[config.mk]
export PLATFORM = sky130hd
export DESIGN_NAME = id_stage_flat
export DESIGN_NICKNAME = d
export VERILOG_FILES = /design/src/rtl/id_stage_pkg.sv /design/src/rtl/id_stage_if.sv /design/src/rtl/id_regfile.sv /design/src/rtl/id_stage.sv /design/src/flat_wrapper.sv
export SDC_FILE = /design/constraint.sdc
export NUM_CORES = 2
export LEC_CHECK = 0
export BUFFER_PORTS_ARGS = -buffer_cell sky130_fd_sc_hd__buf_2
export CAP_MARGIN = 20
export CORE_MARGIN = 5
export CORE_UTILIZATION = 55
export CTS_CLUSTER_SIZE = 30
export DETAILED_ROUTE_END_ITERATION = 8
export PLACE_DENSITY = 0.73
export SLEW_MARGIN = 40
export SYNTH_ARGS = -nofsm -noshare
export SYNTH_HDL_FRONTEND = slang
export SYNTH_SLANG_ARGS = --single-unit
[constraint.sdc]
create_clock -name clk -period 9.3 [get_ports clk]
set_input_delay 0.93 -clock clk [delete_from_list [all_inputs] [get_ports clk]]
set_output_delay 0.93 -clock clk [all_outputs]
set_load 0.005 [all_outputs]
[src/rtl/id_stage_pkg.sv]
// id_stage_pkg: shared constants for the ID stage.
//   - MIPS opcode and R-type funct codes for the decoded subset
//   - aluc encodings driven towards EX
//   - pcsource encodings returned to fetch
package id_stage_pkg;

  // Opcodes
  localparam logic [5:0] OP_RTYPE = 6'b000000;
  localparam logic [5:0] OP_J     = 6'b000010;
  localparam logic [5:0] OP_BEQ   = 6'b000100;
  localparam logic [5:0] OP_BNE   = 6'b000101;
  localparam logic [5:0] OP_ADDI  = 6'b001000;
  localparam logic [5:0] OP_ANDI  = 6'b001100;
  localparam logic [5:0] OP_ORI   = 6'b001101;
  localparam logic [5:0] OP_LUI   = 6'b001111;
  localparam logic [5:0] OP_LW    = 6'b100011;
  localparam logic [5:0] OP_SW    = 6'b101011;

  // R-type funct codes
  localparam logic [5:0] FN_ADD = 6'b100000;
  localparam logic [5:0] FN_SUB = 6'b100010;
  localparam logic [5:0] FN_AND = 6'b100100;
  localparam logic [5:0] FN_OR  = 6'b100101;
  localparam logic [5:0] FN_SLT = 6'b101010;

  // ALU operations
  localparam logic [3:0] ALU_ADD = 4'd0;
  localparam logic [3:0] ALU_SUB = 4'd1;
  localparam logic [3:0] ALU_AND = 4'd2;
  localparam logic [3:0] ALU_OR  = 4'd3;
  localparam logic [3:0] ALU_SLT = 4'd4;
  localparam logic [3:0] ALU_LUI = 4'd5;

  // Next-PC source selection
  localparam logic [1:0] PC_SEQ = 2'b00;
  localparam logic [1:0] PC_BR  = 2'b01;
  localparam logic [1:0] PC_J   = 2'b10;

endpackage

[src/rtl/id_stage_if.sv]
// id_stage_if: bundles every ID-stage signal except clk/clrn.
//   modport slave  : the ID stage (consumes fetch/EX/MEM/WB inputs, drives decode outputs)
//   modport master : the surrounding pipeline (or a bench) driving the ID stage
interface id_stage_if;
  // From fetch
  logic [31:0] if_inst;
  logic [31:0] if_pc4;
  // Register-file write port from WB
  logic        wb_we;
  logic [4:0]  wb_rn;
  logic [31:0] wb_data;
  // EX / MEM hazard and forwarding sources
  logic        ex_wreg;
  logic        ex_m2reg;
  logic [4:0]  ex_rn;
  logic [31:0] ex_alu;
  logic        mem_wreg;
  logic [4:0]  mem_rn;
  logic [31:0] mem_data;
  // Back to fetch
  logic        stall;
  logic [1:0]  pcsource;
  logic [31:0] bpc;
  logic [31:0] jpc;
  // Towards EX
  logic [31:0] da;
  logic [31:0] db;
  logic [31:0] imm;
  logic [4:0]  rn;
  logic [3:0]  aluc;
  logic        wreg;
  logic        m2reg;
  logic        wmem;
  logic        aluimm;

  modport slave (
    input  if_inst, if_pc4, wb_we, wb_rn, wb_data,
    input  ex_wreg, ex_m2reg, ex_rn, ex_alu, mem_wreg, mem_rn, mem_data,
    output stall, pcsource, bpc, jpc, da, db, imm, rn, aluc, wreg, m2reg, wmem, aluimm
  );

  modport master (
    output if_inst, if_pc4, wb_we, wb_rn, wb_data,
    output ex_wreg, ex_m2reg, ex_rn, ex_alu, mem_wreg, mem_rn, mem_data,
    input  stall, pcsource, bpc, jpc, da, db, imm, rn, aluc, wreg, m2reg, wmem, aluimm
  );
endinterface

[src/rtl/id_regfile.sv]
// id_regfile: NREG x 32 register file, two combinational read ports, one write port.
//   clk_i            write clock
//   ra1_i, ra2_i     read addresses;  rd1_o, rd2_o read data
//   we_i, wn_i, wd_i write enable / address / data
// Register 0 always reads zero and is never written. A write landing in the same
// cycle as a read of that register is bypassed onto the read port. No reset of contents.
module id_regfile #(
  parameter int unsigned NREG = 32
) (
  input  logic        clk_i,
  input  logic [4:0]  ra1_i,
  input  logic [4:0]  ra2_i,
  output logic [31:0] rd1_o,
  output logic [31:0] rd2_o,
  input  logic        we_i,
  input  logic [4:0]  wn_i,
  input  logic [31:0] wd_i
);

  logic [31:0] regs_q [NREG];

  always_ff @(posedge clk_i) begin
    if (we_i && wn_i != 5'd0) begin
      regs_q[wn_i] <= wd_i;
    end
  end

  always_comb begin
    rd1_o = '0;
    if (ra1_i != 5'd0) begin
      rd1_o = (we_i && wn_i == ra1_i) ? wd_i : regs_q[ra1_i];
    end
  end

  always_comb begin
    rd2_o = '0;
    if (ra2_i != 5'd0) begin
      rd2_o = (we_i && wn_i == ra2_i) ? wd_i : regs_q[ra2_i];
    end
  end

endmodule

[src/rtl/id_stage.sv]
// id_stage: MIPS-subset instruction decode stage.
//   clk   rising-edge clock for all state
//   clrn  synchronous active-high reset (IF/ID loaded with a NOP and RESET_PC4)
//   bus   id_stage_if.slave: fetch inputs, WB write port, EX/MEM hazard sources,
//         and the decoded control/operand outputs plus stall/pcsource/bpc/jpc to fetch.
// Holds the IF/ID register and register file, resolves branches/jumps in ID and
// raises stall on hazards.
// Build option ID_FORWARD_EN: when defined, operands are forwarded from EX (non-load)
// and MEM and only load-use hazards stall; when undefined, any RAW dependence on a
// writing EX or MEM instruction stalls. The WB same-cycle bypass is always present.
module id_stage
  import id_stage_pkg::*;
#(
  parameter int unsigned NREG      = 32,
  parameter logic [31:0] RESET_PC4 = 32'h0000_0004
) (
  input logic         clk,
  input logic         clrn,
  id_stage_if.slave   bus
);

  logic [31:0] inst_q, pc4_q;
  logic        stall;

  always_ff @(posedge clk) begin
    if (clrn) begin
      inst_q <= '0;
      pc4_q  <= RESET_PC4;
    end else if (!stall) begin
      inst_q <= bus.if_inst;
      pc4_q  <= bus.if_pc4;
    end
  end

  logic [5:0]  op, funct;
  logic [4:0]  rs, rt, rd;
  logic [15:0] imm16;
  assign op    = inst_q[31:26];
  assign rs    = inst_q[25:21];
  assign rt    = inst_q[20:16];
  assign rd    = inst_q[15:11];
  assign funct = inst_q[5:0];
  assign imm16 = inst_q[15:0];

  // Decode
  logic       dec_wreg, dec_m2reg, dec_wmem, dec_aluimm, is_rtype;
  logic       is_beq, is_bne, is_j, use_rs, use_rt;
  logic [3:0] dec_aluc;

  always_comb begin
    dec_wreg   = 1'b0;
    dec_m2reg  = 1'b0;
    dec_wmem   = 1'b0;
    dec_aluimm = 1'b0;
    dec_aluc   = ALU_ADD;
    is_rtype   = 1'b0;
    is_beq     = 1'b0;
    is_bne     = 1'b0;
    is_j       = 1'b0;
    use_rs     = 1'b0;
    use_rt     = 1'b0;
    case (op)
      OP_RTYPE: begin
        is_rtype = 1'b1;
        case (funct)
          FN_ADD:  dec_aluc = ALU_ADD;
          FN_SUB:  dec_aluc = ALU_SUB;
          FN_AND:  dec_aluc = ALU_AND;
          FN_OR:   dec_aluc = ALU_OR;
          FN_SLT:  dec_aluc = ALU_SLT;
          default: is_rtype = 1'b0;  // unknown funct (incl. inst=0) is a NOP
        endcase
        dec_wreg = is_rtype;
        use_rs   = is_rtype;
        use_rt   = is_rtype;
      end
      OP_ADDI: begin dec_wreg = 1'b1; dec_aluimm = 1'b1; use_rs = 1'b1; end
      OP_ANDI: begin
        dec_wreg = 1'b1; dec_aluimm = 1'b1; use_rs = 1'b1; dec_aluc = ALU_AND;
      end
      OP_ORI: begin
        dec_wreg = 1'b1; dec_aluimm = 1'b1; use_rs = 1'b1; dec_aluc = ALU_OR;
      end
      OP_LUI:  begin dec_wreg = 1'b1; dec_aluimm = 1'b1; dec_aluc = ALU_LUI; end
      OP_LW: begin
        dec_wreg = 1'b1; dec_m2reg = 1'b1; dec_aluimm = 1'b1; use_rs = 1'b1;
      end
      OP_SW: begin
        dec_wmem = 1'b1; dec_aluimm = 1'b1; use_rs = 1'b1; use_rt = 1'b1;
      end
      OP_BEQ:  begin is_beq = 1'b1; use_rs = 1'b1; use_rt = 1'b1; dec_aluc = ALU_SUB; end
      OP_BNE:  begin is_bne = 1'b1; use_rs = 1'b1; use_rt = 1'b1; dec_aluc = ALU_SUB; end
      OP_J:    is_j = 1'b1;
      default: ;
    endcase
  end

  always_comb begin
    case (op)
      OP_ANDI, OP_ORI: bus.imm = {16'h0000, imm16};
      OP_LUI:          bus.imm = {imm16, 16'h0000};
      default:         bus.imm = {{16{imm16[15]}}, imm16};
    endcase
  end

  // Register file
  logic [31:0] rf_a, rf_b;

  id_regfile #(
    .NREG (NREG)
  ) u_regfile (
    .clk_i (clk),
    .ra1_i (rs),
    .ra2_i (rt),
    .rd1_o (rf_a),
    .rd2_o (rf_b),
    .we_i  (bus.wb_we),
    .wn_i  (bus.wb_rn),
    .wd_i  (bus.wb_data)
  );

  // Operand selection and hazard detection
  logic [31:0] da, db;
  logic        hz_a, hz_b;

`ifdef ID_FORWARD_EN
  // A load in EX has no data yet, so it is never a forwarding source.
  logic ex_fwd_a, ex_fwd_b, mem_fwd_a, mem_fwd_b;
  assign ex_fwd_a  = bus.ex_wreg && !bus.ex_m2reg && bus.ex_rn == rs && rs != 5'd0;
  assign ex_fwd_b  = bus.ex_wreg && !bus.ex_m2reg && bus.ex_rn == rt && rt != 5'd0;
  assign mem_fwd_a = bus.mem_wreg && bus.mem_rn == rs && rs != 5'd0;
  assign mem_fwd_b = bus.mem_wreg && bus.mem_rn == rt && rt != 5'd0;

  always_comb begin
    da = rf_a;
    if (ex_fwd_a)       da = bus.ex_alu;
    else if (mem_fwd_a) da = bus.mem_data;
    db = rf_b;
    if (ex_fwd_b)       db = bus.ex_alu;
    else if (mem_fwd_b) db = bus.mem_data;
  end

  logic ex_load;
  assign ex_load = bus.ex_wreg && bus.ex_m2reg && bus.ex_rn != 5'd0;
  assign hz_a    = ex_load && use_rs && bus.ex_rn == rs;
  assign hz_b    = ex_load && use_rt && bus.ex_rn == rt;
`else
  assign da = rf_a;
  assign db = rf_b;

  logic ex_w, mem_w;
  assign ex_w  = bus.ex_wreg && bus.ex_rn != 5'd0;
  assign mem_w = bus.mem_wreg && bus.mem_rn != 5'd0;
  assign hz_a  = use_rs && ((ex_w && bus.ex_rn == rs) || (mem_w && bus.mem_rn == rs));
  assign hz_b  = use_rt && ((ex_w && bus.ex_rn == rt) || (mem_w && bus.mem_rn == rt));

  logic unused_fwd;
  assign unused_fwd = ^{bus.ex_m2reg, bus.ex_alu, bus.mem_data};
`endif

  assign stall = hz_a || hz_b;

  // Outputs; a stall turns the instruction into a bubble towards EX.
  always_comb begin
    bus.pcsource = PC_SEQ;
    if (!stall) begin
      if ((is_beq && da == db) || (is_bne && da != db)) bus.pcsource = PC_BR;
      else if (is_j)                                    bus.pcsource = PC_J;
    end
  end

  assign bus.stall  = stall;
  assign bus.bpc    = pc4_q + {{14{imm16[15]}}, imm16, 2'b00};
  assign bus.jpc    = {pc4_q[31:28], inst_q[25:0], 2'b00};
  assign bus.da     = da;
  assign bus.db     = db;
  assign bus.rn     = is_rtype ? rd : rt;
  assign bus.aluc   = dec_aluc;
  assign bus.aluimm = dec_aluimm;
  assign bus.wreg   = dec_wreg && !stall;
  assign bus.m2reg  = dec_m2reg && !stall;
  assign bus.wmem   = dec_wmem && !stall;

endmodule

[src/flat_wrapper.sv]
// flat-port wrapper written by rule: the top's interface ports become plain ports
module id_stage_flat import id_stage_pkg::*;
#(
  parameter int unsigned NREG      = 32,
  parameter logic [31:0] RESET_PC4 = 32'h0000_0004
)
  (clk, clrn, bus_if_inst, bus_if_pc4, bus_wb_we, bus_wb_rn, bus_wb_data, bus_ex_wreg, bus_ex_m2reg, bus_ex_rn, bus_ex_alu, bus_mem_wreg, bus_mem_rn, bus_mem_data, bus_stall, bus_pcsource, bus_bpc, bus_jpc, bus_da, bus_db, bus_imm, bus_rn, bus_aluc, bus_wreg, bus_m2reg, bus_wmem, bus_aluimm);
  id_stage_if bus_i ();
  input logic clk;
  input logic clrn;
  input wire logic [$bits(bus_i.if_inst)-1:0] bus_if_inst;
  input wire logic [$bits(bus_i.if_pc4)-1:0] bus_if_pc4;
  input wire logic [$bits(bus_i.wb_we)-1:0] bus_wb_we;
  input wire logic [$bits(bus_i.wb_rn)-1:0] bus_wb_rn;
  input wire logic [$bits(bus_i.wb_data)-1:0] bus_wb_data;
  input wire logic [$bits(bus_i.ex_wreg)-1:0] bus_ex_wreg;
  input wire logic [$bits(bus_i.ex_m2reg)-1:0] bus_ex_m2reg;
  input wire logic [$bits(bus_i.ex_rn)-1:0] bus_ex_rn;
  input wire logic [$bits(bus_i.ex_alu)-1:0] bus_ex_alu;
  input wire logic [$bits(bus_i.mem_wreg)-1:0] bus_mem_wreg;
  input wire logic [$bits(bus_i.mem_rn)-1:0] bus_mem_rn;
  input wire logic [$bits(bus_i.mem_data)-1:0] bus_mem_data;
  output wire logic [$bits(bus_i.stall)-1:0] bus_stall;
  output wire logic [$bits(bus_i.pcsource)-1:0] bus_pcsource;
  output wire logic [$bits(bus_i.bpc)-1:0] bus_bpc;
  output wire logic [$bits(bus_i.jpc)-1:0] bus_jpc;
  output wire logic [$bits(bus_i.da)-1:0] bus_da;
  output wire logic [$bits(bus_i.db)-1:0] bus_db;
  output wire logic [$bits(bus_i.imm)-1:0] bus_imm;
  output wire logic [$bits(bus_i.rn)-1:0] bus_rn;
  output wire logic [$bits(bus_i.aluc)-1:0] bus_aluc;
  output wire logic [$bits(bus_i.wreg)-1:0] bus_wreg;
  output wire logic [$bits(bus_i.m2reg)-1:0] bus_m2reg;
  output wire logic [$bits(bus_i.wmem)-1:0] bus_wmem;
  output wire logic [$bits(bus_i.aluimm)-1:0] bus_aluimm;
  assign bus_i.if_inst = bus_if_inst;
  assign bus_i.if_pc4 = bus_if_pc4;
  assign bus_i.wb_we = bus_wb_we;
  assign bus_i.wb_rn = bus_wb_rn;
  assign bus_i.wb_data = bus_wb_data;
  assign bus_i.ex_wreg = bus_ex_wreg;
  assign bus_i.ex_m2reg = bus_ex_m2reg;
  assign bus_i.ex_rn = bus_ex_rn;
  assign bus_i.ex_alu = bus_ex_alu;
  assign bus_i.mem_wreg = bus_mem_wreg;
  assign bus_i.mem_rn = bus_mem_rn;
  assign bus_i.mem_data = bus_mem_data;
  assign bus_stall = bus_i.stall;
  assign bus_pcsource = bus_i.pcsource;
  assign bus_bpc = bus_i.bpc;
  assign bus_jpc = bus_i.jpc;
  assign bus_da = bus_i.da;
  assign bus_db = bus_i.db;
  assign bus_imm = bus_i.imm;
  assign bus_rn = bus_i.rn;
  assign bus_aluc = bus_i.aluc;
  assign bus_wreg = bus_i.wreg;
  assign bus_m2reg = bus_i.m2reg;
  assign bus_wmem = bus_i.wmem;
  assign bus_aluimm = bus_i.aluimm;
  id_stage #(.NREG(NREG), .RESET_PC4(RESET_PC4)) u_core (.clk(clk), .clrn(clrn), .bus(bus_i));
endmodule
# == After elaboration in Yosys (flattened, before gate mapping) ==
# Memories as Yosys holds them, arrays and structs flattened. A register that Yosys moved wholly into a read port is not among the register bits.
# Index checks and enable logic that the tools add are counted.
# totals
register_bits,64
ramBits,1024
n_memories,1
input_bits,181
# op_classes
n_mux,28
eq_ne,22
n_addsub,1
n_reduce_logical,34
# memory_table
memory,depth,width,rd,rd_ports_with_merged_regs,write_ports,line,text
u_core.u_regfile.regs_q,32,32,2,2,1,id_regfile.sv:20,logic [31:0] regs_q [NREG];
# ops
op,count
$mux 32,4
$pmux 32 s2,1
$eq 6x6->1 const B,7
$add 32x32->32,1
$eq 32x32->1,1
$ne 32x32->1,1
$eq 5x5->1,6
$mux 5,5
$reduce_bool 5->1,5
$eq 6x4->1 const B,4
$pmux 4 s5,1
$logic_and 1x1->1,16
$eq 6x3->1 const B,2
$pmux 3 s4,1
$mux 1,10
$reduce_or 5->1,2
$reduce_or 7->1,1
$eq 6x2->1 const B,1
$logic_not 6->1,1
$mux 2,3
$pmux 1 s2,3
$reduce_or 6->1,1
$logic_or 1x1->1,4
$reduce_or 2->1,2
other kinds (2),2

# == Depth between registers and ports, before layout ==
# logic_depth
word_depth,9
mapped_depth,16
depth_no_buf,13

# == Modules after synthesis ==
# A second synthesis with hierarchy kept.
# unflattened
hier_cells,3274
area_unflattened_um2,53468.8
# by_module_without_submodules
module,instances,area_per_inst_um2,seq_area_each_um2,cells_per_inst
id_regfile,1,47869.7,30749.5,2520
id_stage,1,5599.1,1281.2,754

# == Worst setup path after synthesis ==
# No wires, ideal clock.
# synth_path
path_type,input to output
start,input bus_wb_rn[4]
end,output bus_pcsource[0]
arrival_ns,3.408
required_time_ns,8.370
cell_stages,12
path_slack_ns,4.962
n_path_buf,2
path_cell_list,clkbuf_1 > xnor2_1 > nand4_1 > or2_2 > clkbuf_1 > o21ai_0 > nor2_1 > xor2_1 > or4b_1 > nor4_1 > nand4_1 > mux2i_1
# synth_between
elab_chain_len,9
elab_cells_between_ends,15
cone_classes,eq/ne: 4; mux: 6; reduce/logical: 5
# synth_rtl
element,line,text
start: declaration,flat_wrapper.sv:14,input wire logic [$bits(bus_i.wb_rn)-1:0] bus_wb_rn;
$eq 5x5->1 *,id_regfile.sv:38,rd2_o = (we_i && wn_i == ra2_i) ? wd_i : regs_q[ra2_i];
$logic_and 1x1->1 *,id_regfile.sv:38,
$mux 32 *,id_regfile.sv:38,
$mux 32 *,id_regfile.sv:37,if (ra2_i != 5'd0) begin
net bus_db[12],flat_wrapper.sv:28,output wire logic [$bits(bus_i.db)-1:0] bus_db;
$eq 32x32->1 or $ne 32x32->1 (tied branches),id_stage.sv:167,if ((is_beq && da == db) || (is_bne && da != db)) bus.pcsource = PC_BR;
$logic_and 1x1->1,id_stage.sv:167,
$logic_or 1x1->1 *,id_stage.sv:167,
$mux 2 *,id_stage.sv:167,
$mux 2 *,id_stage.sv:166,if (!stall) begin
end: declaration,flat_wrapper.sv:24,output wire logic [$bits(bus_i.pcsource)-1:0] bus_pcsource;
# Mark *: on every way through the listed nets, which the timed path passes. The rest lies on a longest branch.

==> results.py <==
metrics = {
    "synthesis": {
        "synth_flop_cell": "edfxtp_1",
        "ys_warn_count": 0,
        "synth_top_area_frac": 0.577,
        "ys_seq_area_frac": 0.604,
        "synth-async-reset-ratio": 0,
        "ys_seq_elements": 1098,
        "yosysTopAreaCell": "edfxtp_1",
        "synth.cells.most_frequent": "1,024 x edfxtp_1, 465 x mux4_2, 245 x mux2i_1, 176 x nor2_1, 139 x clkbuf_1",
        "yosys-top-cells-area": "edfxtp_1 58%, mux4_2 20%, mux2i_1 4.6%",
        "synth-edff-count": 1024,
        "synth_cell_types": 76,
        "avgSynthCellArea_um2": 16.9,
        "syn-cell-area_mm2": 0.0533,
        "post-synth-top-count-cell": "edfxtp_1",
        "synthCells": 3147,
    },
    "timing": {
        "rsz0062_at_grt": "no",
        "min_period_ns": 6.83,
        "maxSlewViolCount": 0,
        "whs_ns": 0.481,
        "min_period_over_period": 0.734,
        "max_slew_margin": 0.350,
        "worst_slew_pin_slew_ns": 0.975,
        "fmax_mhz": 146,
        "hold_viol": 0,
        "fin_worst_skew_ns": 0.0221,
        "setup_tns_ns": 0,
        "setup_viol": 0,
    },
    "setup_path": {
        "cp_cell_sequence": "buf_12, buf_16, and2_0, buf_4, a221oi_1, o31ai_1, o22ai_1, o21ba_2, xor2_1, nand4_1, nor4_1, nand4_1, mux2i_1, buf_2",
        "rr_startpoint": "u_core.inst_q[30]$_SDFFE_PP0N_",
        "startpoint_type": "register",
        "crit_type": "register to output port",
        "slowest_delay_ns": 0.69,
        "critPathCaptureType": "output port",
        "slowest_stage": "dfxtp_4",
        "arrival_ns": 5.90,
        "critPathBufInv": 4,
        "cp_top_family": "simple AND/OR/NAND/NOR gates",
        "cp.required_ns": 8.37,
        "crit_fanout": 77,
        "cp_common_cell": "nand4_1",
    },
    "grt": {
        "grt_overflow": 0,
        "grt_start_max_net_pins": 107,
        "grt_pass1_vias": 34700,
        "grt_first_pass_wirelength_mm": 235,
        "grt_use_total": 0.312,
        "antenna_found_initial": 17,
    },
    "die": {
        "rows": 114,
        "die_w_um": 321,
        "die_area_mm2": 0.103,
        "initial_utilization": 0.553,
        "die_y_um": 321,
        "num_io_pins": 357,
        "floorplan.core_area_mm2": 0.0964,
    },
    "routing": {
        "wl_mm": 164,
        "drt_iter0_drc": 5125,
        "num_vias": 34400,
        "post_drt_via_cell_ratio": 7.21,
        "wl_met3_mm": 19.3,
        "first_pass_iters": 6,
        "met2_length_mm": 80.3,
        "ant_nets": 0,
        "wl_met1_mm": 55.0,
        "routed.top_layer": "met5",
        "drc": 0,
        "wire_per_inst_um": 34.4,
    },
    "cells_and_area": {
        "syn_to_final_growth_pct": 12.4,
        "final-seq-area_mm2": 0.0322,
        "final_layout_size_suffix_gt1_frac": 0.314,
        "nFillCells": 6802,
        "fin_util": 0.622,
        "multi_input_area_mm2": 0.0200,
        "fin_nets": 3603,
    },
    "power_and_ir_drop": {
        "max-vdd-ir-drop_uv": 193,
        "design_power_total_w": 0.0114,
        "p_per_area_mw_per_mm2": 190,
        "p_leak_nw": 19.7,
    },
    "cts": {
        "cts_setup_buffers": 0,
        "cts_sinks": 1098,
        "path_clk_slew_ns": 0.06,
        "cts_root_buf": "clkbuf_16",
        "insertion_delay_ns": 0.69,
        "cts_hold_buffers": 0,
        "cts_tree": "done",
        "cts_buffer_depth": 3,
        "cts_max_level": 3,
        "cts_buffers": 108,
        "ctsResizeCount": 0,
    },
    "worst_hold_path": {
        "min_path_type": "input pin to register",
        "hp-start": "bus_if_inst[9]",
    },
    "place": {
        "hpwl_mm": 92.4,
        "io_buffers": 288,
        "gp_congestion": 0.880,
    },
    "job": {
        "cap_violations": 0,
    },
    "outcome": {
        "status": "finished, final reports clean",
    },
}
[power by group]
group / leakage, nW / switching, W / internal, W
Clock: 1.75 / 0.00193 / 0.00258
Sequential: 9.87 / 0.0000715 / 0.00548
Combinational: 8.05 / 0.000785 / 0.000549
[cells in the final DEF (no fill, tap or decap), types with 14 or more instances in the layout]
cell	netlist	final
edfxtp_1	1024	1024
mux4_2	465	465
buf_2	45	288
mux2i_1	245	245
nor2_1	176	139
a22oi_1	111	111
clkbuf_16	0	108
o21ai_0	87	86
nand2_1	82	81
buf_4	64	75
a221oi_1	70	70
dfxtp_1	74	68
xnor2_1	60	60
a21oi_1	51	51
o22ai_1	38	38
conb_1	1	35
nor2_4	0	33
ha_1	29	29
nand3_1	28	28
a21o_1	27	27
nor2b_1	33	26
clkbuf_1	139	25
xor2_1	22	22
clkinv_1	2	22
inv_1	21	21
nor3_1	18	18
clkinv_2	0	17
nor4_1	15	15
bufinv_16	0	15
nand4_1	14	14
[metrics by stage]
| step | instances | area (um2) | setup slack (ns) |
|---|---|---|---|
| after floorplan | 3181 | 53500 | 4.96 |
| after global placement | 4552 | 56100 | 2.98 |
| after detailed placement | 4557 | 56200 | 2.94 |
| after CTS | 4762 | 59900 | 2.47 |
| after global routing | 4769 | 60000 | 2.47 |
| final | 4773 | 60000 | 2.47 |
[flip-flops by register name, indices dropped and copies added, names as in the netlist, named ones only]
| name | flops |
|---|---|
| u_core.inst_q | 32 |
| u_core.pc4_q | 32 |
| u_core.u_regfile.regs_q | 1024 |
[cell families (layout without fill, tap and decap cells)]
| family | count (synthesis) | count (layout) | synth area share |
|---|---|---|---|
| DFF | 1098 | 1098 | 0.604 |
| AOI/OAI and AO/OA | 485 | 485 | 0.0639 |
| adders and majority gates | 30 | 30 | 0.00718 |
| buffers and inverters | 303 | 609 | 0.0291 |
| and+or+nand+nor | 430 | 430 | 0.0379 |
| other | 1 | 45 | 0.0000703 |
| xor gates and xnor gates | 82 | 82 | 0.0135 |
| muxes | 718 | 718 | 0.244 |
[tightest hold or removal path, cell delays in order]
cell and delay [ns]:
buf_2 0.07, mux2i_1 0.05, nor2_1 0.07
[worst paths after layout]
check | slack [ns] | cells after the start | to
worst max-delay path | 2.47 | 14 | bus_pcsource[0]
worst min-delay path | 0.48 | 3 | u_core.inst_q[9]$_SDFFE_PP0N_
worst max register to register | 5.62 | 9 | u_core.inst_q[17]$_SDFFE_PP0N_
worst min register to register | 0.50 | 1 | u_core.pc4_q[2]$_SDFFE_PP1N_
[layout make-up]
cell class | instances | area share
Inverter | 24 | 0.00150
Timing Repair Buffer | 380 | 0.0389
Antenna cell | 10 | 0.000417
Sequential cell | 1098 | 0.538
Clock inverter | 71 | 0.0142
Clock buffer | 134 | 0.0469
Multi-Input combinational cell | 1780 | 0.334
Tap cell | 1276 | 0.0266
[layer usage]
layer  track usage  up-vias
li1              -    13500
met1         0.396    17600
met2         0.516     2634
met3        0.0717      605
met4         0.145       10
met5             0        -
(Power assumes the default switching activity.)
